**config.mk**
```make
export PLATFORM = sky130hd
export DESIGN_NAME = control_fsm
export DESIGN_NICKNAME = d
export VERILOG_FILES = /design/src/rtl/control_fsm.sv
export SDC_FILE = /design/constraint.sdc
export NUM_CORES = 1
export LEC_CHECK = 0
export ABC_AREA = 1
export CAP_MARGIN = 20
export CORE_ASPECT_RATIO = 1.75
export CORE_UTILIZATION = 40
export CTS_BUF_LIST = sky130_fd_sc_hd__clkbuf_8
export DETAILED_ROUTE_END_ITERATION = 8
export PLACE_DENSITY = 0.65
export SYNTH_ARGS = -nofsm -noshare
export SYNTH_HDL_FRONTEND = slang
export SYNTH_SLANG_ARGS = --single-unit
```
**constraint.sdc**
```tcl
create_clock -name clk -period 2.3 [get_ports clk]
set_input_delay 0.23 -clock clk [delete_from_list [all_inputs] [get_ports clk]]
set_output_delay 0.23 -clock clk [all_outputs]
set_load 0.02 [all_outputs]
```
**src/rtl/control_fsm.sv**
```systemverilog
// control_fsm -- multi-cycle control sequencer for the WF8 datapath.
//
// Latches a 5-bit opcode into an internal instruction register and steps
// IDLE -> FETCH -> DECODE -> EXEC (-> MEM) -> FETCH, with a valid/ready
// fetch handshake and a req/ack memory handshake. Datapath strobes are the
// same as the old combinational decoder's, but gated per state. Adds PC
// sequencing, a memory timeout fault (sticky FAULT state) and a HALT state.
//
// Parameters:
//   ALU_MODE_W   width of alu_mode (defaults to `ALU_MODE_COUNT)
//   MEM_TIMEOUT  MEM cycles without mem_ack before FAULT (1..255)
//   CNT_W        width of the optional performance counters
//
// Ports:
//   clk, rst            clock (rising edge), synchronous active-high reset
//   run                 level; permits fetching new instructions
//   instr_valid/ready   opcode fetch handshake; opcode is the 5-bit opcode
//   branch_taken        branch compare result, sampled in EXEC
//   mem_ack             memory completion, sampled in MEM
//   alu_mode            ALU mode for the latched opcode
//   reg_b_write_en      register file write strobe
//   reg_b_read_en       register drives cpu_bus
//   alu_a_sel           0 = accumulator, 1 = PC
//   alu_b_sel           0 = register, 1 = immediate
//   pc_bus_en           PC drives cpu_bus
//   pc_inc, pc_load     one-cycle PC increment / load pulses
//   mem_req             memory request, held until ack
//   mem_write_en        store qualifier, valid while mem_req
//   busy, halted, fault status (fault is sticky until rst)
//   state               encoded state, for debug
//
// Optional feature, enabled by defining CTRL_PERF_CNT_EN:
//   cyc_cnt             cycles spent busy (saturating)
//   ret_cnt             pc_inc / pc_load pulses (saturating)

`ifndef ALU_MODE_COUNT
`define ALU_MODE_COUNT 3
`endif
`ifndef ALU_MODE_ADD
`define ALU_MODE_ADD 0
`endif
`ifndef ALU_MODE_SHIFT
`define ALU_MODE_SHIFT 1
`endif
`ifndef ALU_MODE_NOT
`define ALU_MODE_NOT 2
`endif
`ifndef ALU_MODE_AND
`define ALU_MODE_AND 3
`endif
`ifndef ALU_MODE_OR
`define ALU_MODE_OR 4
`endif
`ifndef ALU_MODE_BYPASS_A
`define ALU_MODE_BYPASS_A 5
`endif

module control_fsm #(
  parameter int unsigned ALU_MODE_W  = `ALU_MODE_COUNT,
  parameter int unsigned MEM_TIMEOUT = 15,
  parameter int unsigned CNT_W       = 16
) (
  input  logic                  clk,
  input  logic                  rst,
  input  logic                  run,
  input  logic                  instr_valid,
  output logic                  instr_ready,
  input  logic [4:0]            opcode,
  input  logic                  branch_taken,
  input  logic                  mem_ack,
  output logic [ALU_MODE_W-1:0] alu_mode,
  output logic                  reg_b_write_en,
  output logic                  reg_b_read_en,
  output logic                  alu_a_sel,
  output logic                  alu_b_sel,
  output logic                  pc_bus_en,
  output logic                  pc_inc,
  output logic                  pc_load,
  output logic                  mem_req,
  output logic                  mem_write_en,
  output logic                  busy,
  output logic                  halted,
  output logic                  fault,
  output logic [2:0]            state
`ifdef CTRL_PERF_CNT_EN
  ,
  output logic [CNT_W-1:0]      cyc_cnt,
  output logic [CNT_W-1:0]      ret_cnt
`endif
);

  if (MEM_TIMEOUT < 1 || MEM_TIMEOUT > 255 || CNT_W < 1) begin : g_bad_cfg
    $error("control_fsm: MEM_TIMEOUT must be 1..255 and CNT_W at least 1");
  end

  typedef enum logic [2:0] {
    S_IDLE   = 3'd0,
    S_FETCH  = 3'd1,
    S_DECODE = 3'd2,
    S_EXEC   = 3'd3,
    S_MEM    = 3'd4,
    S_HALT   = 3'd5,
    S_FAULT  = 3'd6
  } state_t;

  typedef enum logic [3:0] {
    C_ADD, C_SHIFT, C_NOT, C_AND, C_OR, C_JMP, C_CPY, C_CPYPC,
    C_LB, C_SB, C_NOP, C_BRANCH, C_HALT
  } op_class_t;

  state_t    cur;
  state_t    nxt;
  logic [4:0] ir;
  logic [7:0] tmo_cnt;
  op_class_t cls;
  logic      imm;
  logic      tmo_last;

  // Instruction class from the latched opcode.
  always_comb begin
    cls = C_NOP;
    case (ir[4:1])
      4'b0000, 4'b0001: cls = C_ADD;
      4'b0010, 4'b0011: cls = C_SHIFT;
      4'b0100:          cls = C_NOT;
      4'b0101:          cls = C_AND;
      4'b0110:          cls = C_OR;
      4'b0111:          cls = C_JMP;
      4'b1000:          cls = ir[0] ? C_CPYPC : C_CPY;
      4'b1001:          cls = C_LB;
      4'b1010:          cls = C_SB;
      4'b1011:          cls = C_NOP;
      default:          cls = (ir == 5'b11111) ? C_HALT : C_BRANCH;
    endcase
  end

  assign imm      = ir[1] && (cls == C_ADD || cls == C_SHIFT);
  // Counter holds the number of MEM cycles already spent without ack, so the
  // current cycle is the last allowed one when it equals MEM_TIMEOUT-1.
  assign tmo_last = (tmo_cnt == 8'(MEM_TIMEOUT - 1));

  always_ff @(posedge clk) begin
    if (rst) begin
      cur     <= S_IDLE;
      ir      <= '0;
      tmo_cnt <= '0;
    end else begin
      cur <= nxt;
      if (cur == S_FETCH && instr_valid && instr_ready) begin
        ir <= opcode;
      end
      if (cur == S_EXEC) begin
        tmo_cnt <= '0;
      end else if (cur == S_MEM && !mem_ack) begin
        tmo_cnt <= tmo_cnt + 8'd1;
      end
    end
  end

  always_comb begin
    nxt = cur;
    case (cur)
      S_IDLE:   if (run) nxt = S_FETCH;
      S_FETCH: begin
        if (!run)            nxt = S_IDLE;
        else if (instr_valid) nxt = S_DECODE;
      end
      S_DECODE: nxt = S_EXEC;
      S_EXEC: begin
        case (cls)
          C_HALT:     nxt = S_HALT;
          C_LB, C_SB: nxt = S_MEM;
          default:    nxt = S_FETCH;
        endcase
      end
      // Ack wins over a timeout landing in the same cycle.
      S_MEM: begin
        if (mem_ack)       nxt = S_FETCH;
        else if (tmo_last) nxt = S_FAULT;
      end
      S_HALT:   nxt = S_HALT;
      S_FAULT:  nxt = S_FAULT;
      default:  nxt = S_IDLE;
    endcase
  end

  always_comb begin
    instr_ready    = 1'b0;
    alu_mode       = ALU_MODE_W'(`ALU_MODE_ADD);
    reg_b_write_en = 1'b0;
    reg_b_read_en  = 1'b0;
    alu_a_sel      = 1'b0;
    alu_b_sel      = 1'b0;
    pc_bus_en      = 1'b0;
    pc_inc         = 1'b0;
    pc_load        = 1'b0;
    mem_req        = 1'b0;
    mem_write_en   = 1'b0;
    busy           = (cur == S_FETCH) || (cur == S_DECODE) ||
                     (cur == S_EXEC)  || (cur == S_MEM);
    halted         = (cur == S_HALT);
    fault          = (cur == S_FAULT);

    if (cur == S_FETCH) begin
      instr_ready = run;
    end

    if (cur == S_DECODE || cur == S_EXEC || cur == S_MEM) begin
      case (cls)
        C_SHIFT:                     alu_mode = ALU_MODE_W'(`ALU_MODE_SHIFT);
        C_NOT:                       alu_mode = ALU_MODE_W'(`ALU_MODE_NOT);
        C_AND:                       alu_mode = ALU_MODE_W'(`ALU_MODE_AND);
        C_OR:                        alu_mode = ALU_MODE_W'(`ALU_MODE_OR);
        C_CPY, C_CPYPC, C_LB, C_SB:  alu_mode = ALU_MODE_W'(`ALU_MODE_BYPASS_A);
        default:                     alu_mode = ALU_MODE_W'(`ALU_MODE_ADD);
      endcase
    end

    if (cur == S_EXEC || cur == S_MEM) begin
      alu_a_sel = (cls == C_BRANCH) || (cls == C_CPYPC);
      alu_b_sel = (cls == C_BRANCH) || imm;
      pc_bus_en = (cls == C_CPYPC) || (cls == C_JMP);
    end

    case (cur)
      S_EXEC: begin
        case (cls)
          C_ADD, C_SHIFT, C_NOT, C_AND, C_OR, C_CPY: begin
            reg_b_write_en = 1'b1;
            reg_b_read_en  = !imm;
            pc_inc         = 1'b1;
          end
          C_CPYPC: begin
            reg_b_write_en = 1'b1;
            pc_inc         = 1'b1;
          end
          C_BRANCH: begin
            pc_load = branch_taken;
            pc_inc  = !branch_taken;
          end
          C_JMP: begin
            reg_b_read_en = 1'b1;
            pc_load       = 1'b1;
          end
          C_NOP:   pc_inc = 1'b1;
          default: ;
        endcase
      end
      S_MEM: begin
        mem_req = 1'b1;
        if (cls == C_SB) begin
          mem_write_en  = 1'b1;
          reg_b_read_en = 1'b1;
        end
        if (mem_ack) begin
          pc_inc         = 1'b1;
          reg_b_write_en = (cls == C_LB);
        end
      end
      default: ;
    endcase
  end

  assign state = cur;

`ifdef CTRL_PERF_CNT_EN
  always_ff @(posedge clk) begin
    if (rst) begin
      cyc_cnt <= '0;
      ret_cnt <= '0;
    end else begin
      if (busy && cyc_cnt != '1) begin
        cyc_cnt <= cyc_cnt + CNT_W'(1);
      end
      if ((pc_inc || pc_load) && ret_cnt != '1) begin
        ret_cnt <= ret_cnt + CNT_W'(1);
      end
    end
  end
`endif

endmodule

```
==> results of run 1 <==
## worst max path at each step
stage	endpoint	startpoint	cells past startpoint	slack (ns)
CTS	alu_mode[1]	state[2]	8	0.03
global placement	alu_mode[2]	ir[3]	11	0.20
finish	busy	state[2]	8	0.18
floorplan	alu_mode[1]	state[2]	6	0.48
global route	busy	state[2]	8	0.02
detailed placement	alu_mode[0]	ir[3]	11	0.16
## layout make-up
type / count / share of cell area
clock buffers: 4 / 0.03489
inverters: 34 / 0.08247
multi-input cells: 140 / 0.4600
flip-flops and latches: 16 / 0.2078
well taps: 27 / 0.02141
repair buffers: 29 / 0.1935
## cell usage after synthesis (3+ instances only)
master / number / area share
nor3_1: 4 / 0.017
nand2_2: 5 / 0.026
dfxtp_1: 16 / 0.27
inv_1: 30 / 0.095
inv_2: 3 / 0.0095
a21oi_1: 18 / 0.076
o21ai_0: 8 / 0.034
nor2_1: 21 / 0.067
nand3_1: 21 / 0.089
nand2_1: 42 / 0.13
o21ai_1: 3 / 0.013
## routing by layer
layer,share of wire,wire length (µm),vias to the layer above
li1,-,-,681
met1,0.36,1072,595
met2,0.57,1697,46
met3,0.037,109,9
met4,0.028,82,0
met5,0,0,-
## state kept, by name, summed over array words and instances, names as in the netlist
name and flops:
ir 5, state 3, tmo_cnt 8
## critical path: stages, from the launching register on
cell             delay (ns)
dfxtp_1                0.34
inv_2                  0.11
nand2_1                0.11
nor2_4                 0.17
inv_1                  0.09
nand2_1                0.10
nor2_2                 0.07
nand2_1                0.06
clkdlybuf4s50_1        0.60
## kinds of logic after synthesis
logic type / Yosys count
AO/OA/AOI/OAI: 35
XOR/XNOR: 1
adder cells (fa/ha/maj): 2
buffers and inverters: 35
flip-flops: 16
AND/OR/NAND/NOR: 102
## what timing repair did
action | in CTS | in global routing
endpoints found under the setup margin | 4 | 8
hold buffers | 0 | 0
resized for setup | 7 | 10
## report_power, final
part | internal [mW] | leakage (nW) | switching (mW) | total (mW)
registers | 0.288 | 0.132 | 0.0164 | 0.305
logic | 0.0644 | 0.661 | 0.0904 | 0.155
clock network | 0.152 | 0.0288 | 0.0981 | 0.250
total | 0.504 | 0.822 | 0.205 | 0.709
==> results.md, run 1 <==
- Worst path required time: 2.07 ns
- Number of max-cap violations: 0
- Hold Path Depth: 2
- Ant diodes: 0
- Commonest non-fill, non-tap cells in the layout: 42 x nand2_1, 30 x inv_1, 21 x nand3_1, 20 x clkdlybuf4s50_1, 19 x nor2_1
- Final setup viols: 0
- Vias/cell: 5.324
- Port bufs: 29
- GRT met3 Usage: 0.01720
- Run status: complete, no violations
- RSZ-0062 raised after global routing: no
- Hold WS: 0.4651 ns
- Seq. cell area: 327.8 µm²
- Core area: 2753 µm²
- Met2 Usage GRT: 0.4146
- Post-CTS Setup Bufs: 0
- WL per Instance: ~12 µm
- Cell count after placement: between 200 and 250
- Post-DP HPWL: 2.472 mm
- Post-Layout Cell Count: 250
- Final worst slack: roughly 0.18 ns
- Worst hold start: tmo_cnt[7]
- Worst slew pin tran: roughly 0.35 ns
- Hold Path Class: reg2reg
- Clock Pin Slew Worst Setup and Hold Paths: 0.06 ns
- Syn_area_per_cell: 6.190 µm²
- Die area: about 3200 µm²
- Post-Synth XOR/XNOR Area: 0.007407
- Min Tclk post-route: 2.121 ns
- M1 GR Usage: 0.1844
- Rel. slew slack: 0.7644
- Iteration-0 DRC Markers: 51
- Finished Cell Area: 1578 µm²
- End of the worst register-to-register path: tmo_cnt[2]
- Final period utilization: 0.9223
- Final Util: 0.5732
- Synthesized area: 1182 µm²
- Die height: 73.92 µm
- Antenna violations before repair: 0
- CP Launch Type: flop
- # nets final: around 240
- CTS tree: built
- Worst skew pair latency: 0.25 ns
- Async SR Flop Fraction: 0
- # H-tree levels: 1
- Final Max Tran Viols: 0
- Fillers: roughly 260
- Via count: 1331
- Grt total ovfl: 0
- First-pass GRT wire length: between 4 and 5 mm
- Clk_skew: 0.001080 ns
- FP Rows: 25
- Tot Pwr: 709.1 µW
- Max Root-Sink Buffers: 2
- DP Area: 1495 µm²
- ANT nets after route: 0
- Synth warnings: 0
- LEAKAGE: between 0.8 and 0.9 nW
- CP arrival: about 1.9 ns
- Setup TNS: 0 ns
- CP endpoint kind: primary output
- Initial cell density of the core: 0.4295
- Multi-input logic area: 725.7 µm²
- Critical R2R Launch: state[2]
- Final Hold Viols: 0
- Max Fclk: approximately 470 MHz
- Placer Congestion: 0.8316
- Busiest layer in global routing: met2
- Largest net degree at the start of global routing: 11
- Post-synthesis adder-cell area fraction: 0.02116
- Vias in the first global route: approximately 1200
- Worst hold endpoint: tmo_cnt[7]
- Syn Nets: 204
- # IOs: 30
- Post-synthesis cell count: around 190
- Post-synthesis mux area share: 0
- Crit-path max FO: 7
- Crit Path Category: reg2out
- Main flop type after synthesis: dfxtp_1
- Total CTS buffers: 3
- Largest family of logic cells by synthesized area: simple AND/OR/NAND/NOR gates
- VDD IR max: roughly 0.00039 V
- Root Driver: clkbuf_8
- Fraction of layout cells with a size suffix above 1: 0.1480
- Commonest non-fill, non-tap cell in the layout: nand2_1
- Post-synthesis simple-gate area fraction: 0.4169
- Number of synthesized flops with an enable pin: 0
- # clock sinks: 16
- Yosys cell types: 25
- Cell count of the worst reg-to-reg path: 6
- Drt drc: 0
- Number of synthesized register bits: 16
- Setup slack, reg-to-reg: 0.91 ns
- Die span in x: 43.10 µm
- Sequential area share after synthesis: 0.2709
- DRT Wirelength: 2.962 mm
- Pre-CTS WS: 0.1584 ns
- Area grow syn2layout: 33.44%
- PD cells: 449.5 nW/µm²
- Total track usage: 0.1957
- Compound-Gate Fraction of Synth Area: 0.1640
- First drt pass iteration count: 4
No activity file was read; power rests on OpenSTA's default activity.
==> run 2: changes to the inputs <==
--- a/config.mk
+++ b/config.mk
@@ -6,7 +6,6 @@
 export NUM_CORES = 1
 export LEC_CHECK = 0
 export ABC_AREA = 1
-export CAP_MARGIN = 20
 export CORE_ASPECT_RATIO = 1.75
 export CORE_UTILIZATION = 40
 export CTS_BUF_LIST = sky130_fd_sc_hd__clkbuf_8
==> results of run 2 <==
Same layout as run 1: the final DEF is identical, and so are final timing and power.
